`src/rtl/mem_wb_pipe.sv`:
```
// rtl/mem_wb_pipe.sv - MEM->WB pipeline register with stall/flush, forwarding and perf counters
module mem_wb_pipe #(
    parameter int DATA_W    = 32,
    parameter int ADDR_W    = 5,
    parameter int NUM_CH    = 2,
    parameter int DEPTH     = 1,
    parameter int STALL_W   = 6,
    parameter int STAGE_IDX = 4,
    parameter int CNT_W     = 16
) (
    input  logic                     clk,
    input  logic                     rst,
    input  logic [NUM_CH*ADDR_W-1:0] mem_wd,
    input  logic [NUM_CH-1:0]        mem_wreg,
    input  logic [NUM_CH*DATA_W-1:0] mem_wdata,
    input  logic [STALL_W-1:0]       stall,
    input  logic                     flush,
    input  logic [ADDR_W-1:0]        fwd_addr,
    output logic                     fwd_hit,
    output logic [DATA_W-1:0]        fwd_data,
    output logic [NUM_CH*ADDR_W-1:0] wb_wd,
    output logic [NUM_CH-1:0]        wb_wreg,
    output logic [NUM_CH*DATA_W-1:0] wb_wdata,
    output logic [CNT_W-1:0]         bubble_cnt,
    output logic [CNT_W-1:0]         hold_cnt
);

    localparam logic [NUM_CH*ADDR_W-1:0] NOP_WD    = '0;
    localparam logic [NUM_CH-1:0]        WR_DIS    = '0;
    localparam logic [NUM_CH*DATA_W-1:0] ZERO_DATA = '0;
    localparam logic [CNT_W-1:0]         CNT_MAX   = '1;

    logic [NUM_CH*ADDR_W-1:0] st_wd    [DEPTH];
    logic [NUM_CH-1:0]        st_wreg  [DEPTH];
    logic [NUM_CH*DATA_W-1:0] st_wdata [DEPTH];

    logic stall_self;
    logic stall_next;

    assign stall_self = stall[STAGE_IDX];
    assign stall_next = stall[STAGE_IDX+1];

    // A stalled stage with a running successor must emit a bubble, otherwise
    // the entry it still holds would be written back twice.
    always_ff @(posedge clk) begin
        if (rst) begin
            for (int k = 0; k < DEPTH; k++) begin
                st_wd[k]    <= NOP_WD;
                st_wreg[k]  <= WR_DIS;
                st_wdata[k] <= ZERO_DATA;
            end
            bubble_cnt <= '0;
            hold_cnt   <= '0;
        end else if (flush) begin
            for (int k = 0; k < DEPTH; k++) begin
                st_wd[k]    <= NOP_WD;
                st_wreg[k]  <= WR_DIS;
                st_wdata[k] <= ZERO_DATA;
            end
        end else if (!stall_self) begin
            st_wd[0]    <= mem_wd;
            st_wreg[0]  <= mem_wreg;
            st_wdata[0] <= mem_wdata;
            for (int k = 1; k < DEPTH; k++) begin
                st_wd[k]    <= st_wd[k-1];
                st_wreg[k]  <= st_wreg[k-1];
                st_wdata[k] <= st_wdata[k-1];
            end
        end else if (!stall_next) begin
            st_wd[0]    <= NOP_WD;
            st_wreg[0]  <= WR_DIS;
            st_wdata[0] <= ZERO_DATA;
            for (int k = 1; k < DEPTH; k++) begin
                st_wd[k]    <= st_wd[k-1];
                st_wreg[k]  <= st_wreg[k-1];
                st_wdata[k] <= st_wdata[k-1];
            end
            if (bubble_cnt != CNT_MAX) begin
                bubble_cnt <= bubble_cnt + CNT_W'(1);
            end
        end else begin
            if (hold_cnt != CNT_MAX) begin
                hold_cnt <= hold_cnt + CNT_W'(1);
            end
        end
    end

    assign wb_wd    = st_wd[DEPTH-1];
    assign wb_wreg  = st_wreg[DEPTH-1];
    assign wb_wdata = st_wdata[DEPTH-1];

    // Scan oldest->youngest and high->low channel so the last match written
    // is the youngest stage, lowest channel.
    always_comb begin
        fwd_hit  = 1'b0;
        fwd_data = '0;
        for (int k = DEPTH - 1; k >= 0; k--) begin
            for (int c = NUM_CH - 1; c >= 0; c--) begin
                if (fwd_addr != '0 && st_wreg[k][c] &&
                    st_wd[k][c*ADDR_W +: ADDR_W] == fwd_addr) begin
                    fwd_hit  = 1'b1;
                    fwd_data = st_wdata[k][c*DATA_W +: DATA_W];
                end
            end
        end
    end

endmodule
```
`config.mk`:
```
export PLATFORM = sky130hd
export DESIGN_NAME = mem_wb_pipe
export DESIGN_NICKNAME = d
export VERILOG_FILES = /design/src/rtl/mem_wb_pipe.sv
export SDC_FILE = /design/constraint.sdc
export NUM_CORES = 1
export LEC_CHECK = 0
export BUFFER_PORTS_ARGS = -buffer_cell sky130_fd_sc_hd__buf_2
export CAP_MARGIN = 20
export CORE_UTILIZATION = 51
export DETAILED_ROUTE_END_ITERATION = 10
export MAX_ROUTING_LAYER = met4
export PLACE_DENSITY_LB_ADDON = 0.25
export SYNTH_ARGS = -nofsm -noshare
export SYNTH_HDL_FRONTEND = slang
export SYNTH_SLANG_ARGS = --single-unit
```
`constraint.sdc`:
```
create_clock -name clk -period 5.9 [get_ports clk]
set_clock_uncertainty 0.1 [all_clocks]
set_input_delay 0.295 -clock clk [delete_from_list [all_inputs] [get_ports clk]]
set_output_delay 0.295 -clock clk [all_outputs]
set_load 0.03 [all_outputs]
```
# After elaboration in Yosys (flattened, before gate mapping)
# Memories as Yosys holds them, arrays and structs flattened.
# Cells that the tools add are included.
dict set report classes {
  n_addsub 2
  n_mul 0
  n_div 0
  magnitude_cmp 0
  eq_ne 4
  shift 0
  mux 36
  bitwise_logic 2
  reduce_logical 16
}
# operator count
set op_table {}
lappend op_table {{2-to-1 mux 64 bit} 3}
lappend op_table {{OR reduction 64 bit} 3}
lappend op_table {{2-to-1 mux 32 bit} 2}
lappend op_table {{adder 16 x 1 -> 16 bit (second input constant)} 2}
lappend op_table {{inequality test 16 bit (second input constant)} 2}
lappend op_table {{2-to-1 mux 10 bit} 3}
lappend op_table {{OR reduction 10 bit} 3}
lappend op_table {{2-to-1 mux 1 bit} 25}
lappend op_table {{== test 5 bit} 2}
lappend op_table {{AND reduction 4 bit} 2}
lappend op_table {{2-to-1 mux 2 bit} 3}
lappend op_table {{OR reduction 2 bit} 3}
lappend op_table {{nonzero test 5 bit} 1}
lappend op_table {{logical AND 1 bit} 4}
lappend op_table {{inverter 1 bit} 2}
dict set report totals {
  ff_bits 32
  latchBits 0
  mem_bits_rw 76
  romBits 0
  in_bits 90
  out_inout_bits 141
  wordCells 65
  mem_count 3
}
# name words word_bits rd rd_ports_with_merged_regs wr line
set mem_list {}
lappend mem_list {st_wdata 1 64 1 0 1 35} ;# logic [NUM_CH*DATA_W-1:0] st_wdata [DEPTH];
lappend mem_list {st_wd 1 10 1 0 1 33} ;# logic [NUM_CH*ADDR_W-1:0] st_wd [DEPTH];
lappend mem_list {st_wreg 1 2 1 0 1 34} ;# logic [NUM_CH-1:0] st_wreg [DEPTH];

# Longest topological paths before layout
dict set report depth {
  depth_word 7
  depth_mapped 6
  mapped_depth_nobuf 5
}

# Least setup slack after synthesis
# Ideal clock, no wire load.
dict set report synth_path {
  kind {input to register}
  from {in stall[5]}
  to {mem st_wd[0][0] (netlist name), enable pin}
  setup_time_ns 0.436
  t_arrival_ns 2.243
  t_required_ns 5.364
  slack_ns 3.120
  stages 3
  n_path_buf 1
  cell_sequence {and3b_2 -> buf_2 -> nand2_1}
}
dict set report synth_between {
  elab_chain_len 7
}
# item line
set synth_rtl {}
lappend synth_rtl {{from (decl)} 16} ;# input logic [STALL_W-1:0] stall,
lappend synth_rtl {{2-to-1 mux 1 bit (*)} 69} ;# end else if (!stall_next) begin
lappend synth_rtl {{2-to-1 mux 1 bit (*)} 60} ;# end else if (!stall_self) begin
lappend synth_rtl {{2-to-1 mux 1 bit (*)} 54} ;# end else if (flush) begin
lappend synth_rtl {{2-to-1 mux 1 bit (*)} 46} ;# if (rst) begin
lappend synth_rtl {{2-to-1 mux 1 bit (implied by the code) (*)} 70} ;# st_wd[0] <= NOP_WD;
lappend synth_rtl {{OR reduction 10 bit (no source line)} -}
lappend synth_rtl {{2-to-1 mux 1 bit (no source line) (*)} -}
lappend synth_rtl {{to (decl)} 33}
# Every way passes the cells marked *; elsewhere a longest branch is shown, timed or not.

# Worst setup path in the final report
dict set report layout_path {
  from {mem st_wd[0][4] (netlist name)}
  to {out fwd_data[22]}
}
dict set report layout_between {
  elab_chain_len 4
}
# item line
set layout_rtl {}
lappend layout_rtl {{memory (1 x 10 bit)} -}
lappend layout_rtl {{== test 5 bit} 100} ;# st_wd[k][c*ADDR_W +: ADDR_W] == fwd_addr) begin
lappend layout_rtl {{logical AND 1 bit} 99} ;# if (fwd_addr != '0 && st_wreg[k][c] &&
lappend layout_rtl {{2-to-1 mux 32 bit} 99}
lappend layout_rtl {{to (decl)} 20} ;# output logic [DATA_W-1:0] fwd_data,
# No other way between the ends.

==> results.sh <==
export IMPL_status="completed"
export IMPL_async_flop_share_pct=0
export IMPL_ys_seq_area_share_pct=55.5
export IMPL_place_congestion=0.869
export IMPL_fill_cells=766
export IMPL_tightestPinTransition_ns=0.997
export IMPL_top_level_ports=231
export IMPL_synth_edf_count=76
export IMPL_clk_pin_slew_worst_paths_ns=0.10
export IMPL_crit_path_max_fanout=27
export IMPL_fin_crit_sh_pct=52.4
export IMPL_drv_slew=0
export IMPL_hold_viol_final=0
export IMPL_worst_setup_path_end_kind="output port"
export IMPL_grt_total_usage_pct=26.2
export IMPL_cts_root_buf="clkbuf_8"
export IMPL_arrival_ns=2.70
export IMPL_cts_buffer_depth=2
export IMPL_drc=0
export IMPL_io_buffers=226
export IMPL_rsz0062_at_grt="no"
export IMPL_dieArea_um2=10700
export IMPL_cts_tree="built"
export IMPL_wirelength_um=13700
export IMPL_synth_main_ff_cell="edfxtp_1"
export IMPL_p_leak_nw=3.28
export IMPL_grt_pass1_vias=4299
export IMPL_clock_sinks=108
export IMPL_worstPathBufferInverterCount=2
export IMPL_postCtsHoldBufs=0
export IMPL_yosys_cell_types_count=50
export IMPL_nNetsFinal=766
export IMPL_start_util_pct=53.1
export IMPL_syn_num_nets=548
export IMPL_post_synth_cell_area_avg_um2=11.5
export IMPL_first_iter_violations=212
export IMPL_ys_ff_latch=108
export IMPL_die_x_um=104
export IMPL_pre_cts_slack_ns=3.14
export IMPL_path_cells="xor2_1 > nor4_1 > nand4_1 > buf_4 > mux2_1 > buf_2"
export IMPL_grt_pass1_wl_um=21800
export IMPL_cp_required_ns=5.51
export IMPL_tns_ns=0
export IMPL_cts_setup_buffers=0
export IMPL_cts_resized=0
export IMPL_setup_viol=0
export IMPL_hp_start="mem_wdata[8]"
export IMPL_finalCriticalPeriod_ns=3.09
export IMPL_vdd_drop_max_mv=0.124
export IMPL_cp_start_kind="flip-flop"
export IMPL_slew_headroom_pct=33.5
export IMPL_rows=36
export IMPL_slowest_stage="nand4_1"
export IMPL_post_drt_wl_per_cell_um=16.8
export IMPL_startpoint="st_wd[0][4]"
export IMPL_hold_path_class="in2reg"
export IMPL_fmax_mhz=323
export IMPL_vias=4499
export IMPL_htree_levels=3
export IMPL_grt_max_degree=77
export IMPL_vias_per_cell=5.53
export IMPL_overflow=0
export IMPL_cap_violations=0
export IMPL_r2r_start="bubble_cnt[1]"
export IMPL_cts_inserted_buffers=9
export IMPL_drive_gt1_share_pct=43.0
export IMPL_ff_latch_area_um2=2920
export IMPL_syn2layout_area_growth_pct=27.5
export IMPL_die_y_um=104
export IMPL_antenna_found_initial=1
export IMPL_netlist_instances=456
export IMPL_syn_area_um2=5270
export IMPL_critPathKind="reg2out"
export IMPL_power_density_nw_per_um2=215
export IMPL_antenna_left=0
export IMPL_first_pass_iters=5
export IMPL_clk_latency_ns=0.36
export IMPL_core_area_um2=9910
export IMPL_yosys_warnings=0
export IMPL_cpPeakStageDelay_ns=0.43
export IMPL_place_hpwl_um=9790
export IMPL_multiInputGateArea_um2=2230
export IMPL_worst_slack_ns=2.81
export IMPL_crit_family="simple AND/OR/NAND/NOR gates"
[routing by layer]
metal / vias to the layer above / global-route usage, % / wire length (µm)
met2: 174 / 45.9 / 7270
met5: - / - / 0
met3: 28 / 4.59 / 782
met1: 2152 / 29.5 / 5260
met4: 0 / 10.9 / 360
li1: 2145 / - / -
[through the flow]
step	hold WS, ns	instance area (µm²)	utilization, %	instances	power, mW
floorplan	0.370	5270	-	456	0.961
global placement	0.382	6510	65.7	795	1.03
detailed placement	0.405	6510	65.7	795	1.03
CTS	0.0865	6710	67.7	811	1.46
global route	0.0851	6720	67.8	813	1.50
finish	0.104	6720	67.8	813	1.45
[layout make-up]
class	count	area share, %
inverters	8	0.447
clock buffers	13	2.57
multi-input cells	316	33.3
flip-flops and latches	108	43.5
repair buffers	231	17.4
diodes	1	0.0373
clock inverters	3	0.279
well taps	133	2.48
[synthesized netlist by cell type (2+ instances only)]
cell / instances / area [µm²]
and2_1: 77 / 482
edfxtp_1: 76 / 2280
and3_1: 34 / 213
dfxtp_1: 32 / 641
mux2_2: 28 / 315
a21oi_1: 22 / 110
nand2_1: 18 / 67.6
clkbuf_1: 16 / 60.1
nand4_1: 14 / 87.6
o31ai_1: 11 / 82.6
or4_1: 10 / 75.1
nand3_1: 9 / 45.0
nor2_1: 9 / 33.8
xor2_1: 9 / 78.8
inv_1: 8 / 30.0
nor3_1: 7 / 35.0
o21ai_0: 7 / 35.0
and4_1: 6 / 52.6
buf_2: 6 / 30.0
mux2_1: 6 / 67.6
or3_1: 5 / 31.3
a211oi_1: 4 / 30.0
nor4_2: 4 / 50.1
o41ai_1: 4 / 35.0
o311ai_0: 3 / 26.3
a31o_2: 2 / 17.5
a31oi_1: 2 / 12.5
ha_1: 2 / 25.0
nand3b_1: 2 / 15.0
nor4_1: 2 / 12.5
or2_2: 2 / 12.5
[flip-flops by register name (all words and copies together), names as in the netlist]
| signal | flops |
|---|---|
| st_wd | 10 |
| bubble_cnt | 16 |
| st_wdata | 64 |
| st_wreg | 2 |
| hold_cnt | 16 |
[report_power, final]
group          switching [mW]  total [mW]  internal, mW
Clock                   0.238       0.432         0.194
Sequential             0.0142       0.850         0.836
Combinational           0.109       0.163        0.0542
[cell usage in the layout, fill, tap and decap left out, types with 2 or more instances in the layout]
cell	n
a21oi_1	22
buf_2	226
nand3b_1	2
mux2_1	6
o31ai_1	11
o311ai_0	3
and2_1	77
or4_1	10
dfxtp_1	32
ha_1	2
a211oi_1	3
o41ai_1	4
nand2_1	17
nand4_1	14
xor2_1	9
and3_1	34
o21ai_0	7
edfxtp_1	76
and4_1	6
or3_1	5
or2_2	2
clkbuf_2	2
mux2_2	28
a31o_2	2
clkbuf_8	10
nand3_1	9
nor4_1	2
nor3_1	6
clkinv_2	2
inv_1	8
nor2_1	9
a31oi_1	2
nor4_2	3
buf_4	4
[worst register-to-register path: stages (launching register included)]
cell      delay (ns)
dfxtp_1         0.43
ha_1            0.24
nand3_1         0.23
nor4_2          0.32
clkbuf_4        0.28
nor3_1          0.08
mux2_2          0.27
[cells by family (layout without fill, tap and decap cells)]
logic type	after synthesis	in the layout	synth area share (%)
AO/OA/AOI/OAI	60	60	7.44
XOR/XNOR	10	10	1.66
adder cells (fa/ha/maj)	2	2	0.475
buffers and inverters	32	255	2.57
flip-flops	108	108	55.5
multiplexers	35	35	7.46
other	0	1	0
AND/OR/NAND/NOR	209	209	24.9
[path summary, 6_finish.rpt]
| path | to | slack [ns] | cells past startpoint |
|---|---|---|---|
| hold reg to reg | bubble_cnt[7] | 0.42 | 2 |
| setup / recovery | fwd_data[22] | 2.81 | 6 |
| hold / removal | st_wdata[0][8] | 0.10 | 2 |
| setup reg to reg | bubble_cnt[6] | 3.85 | 6 |
No activity file was read; power rests on OpenSTA's default activity.
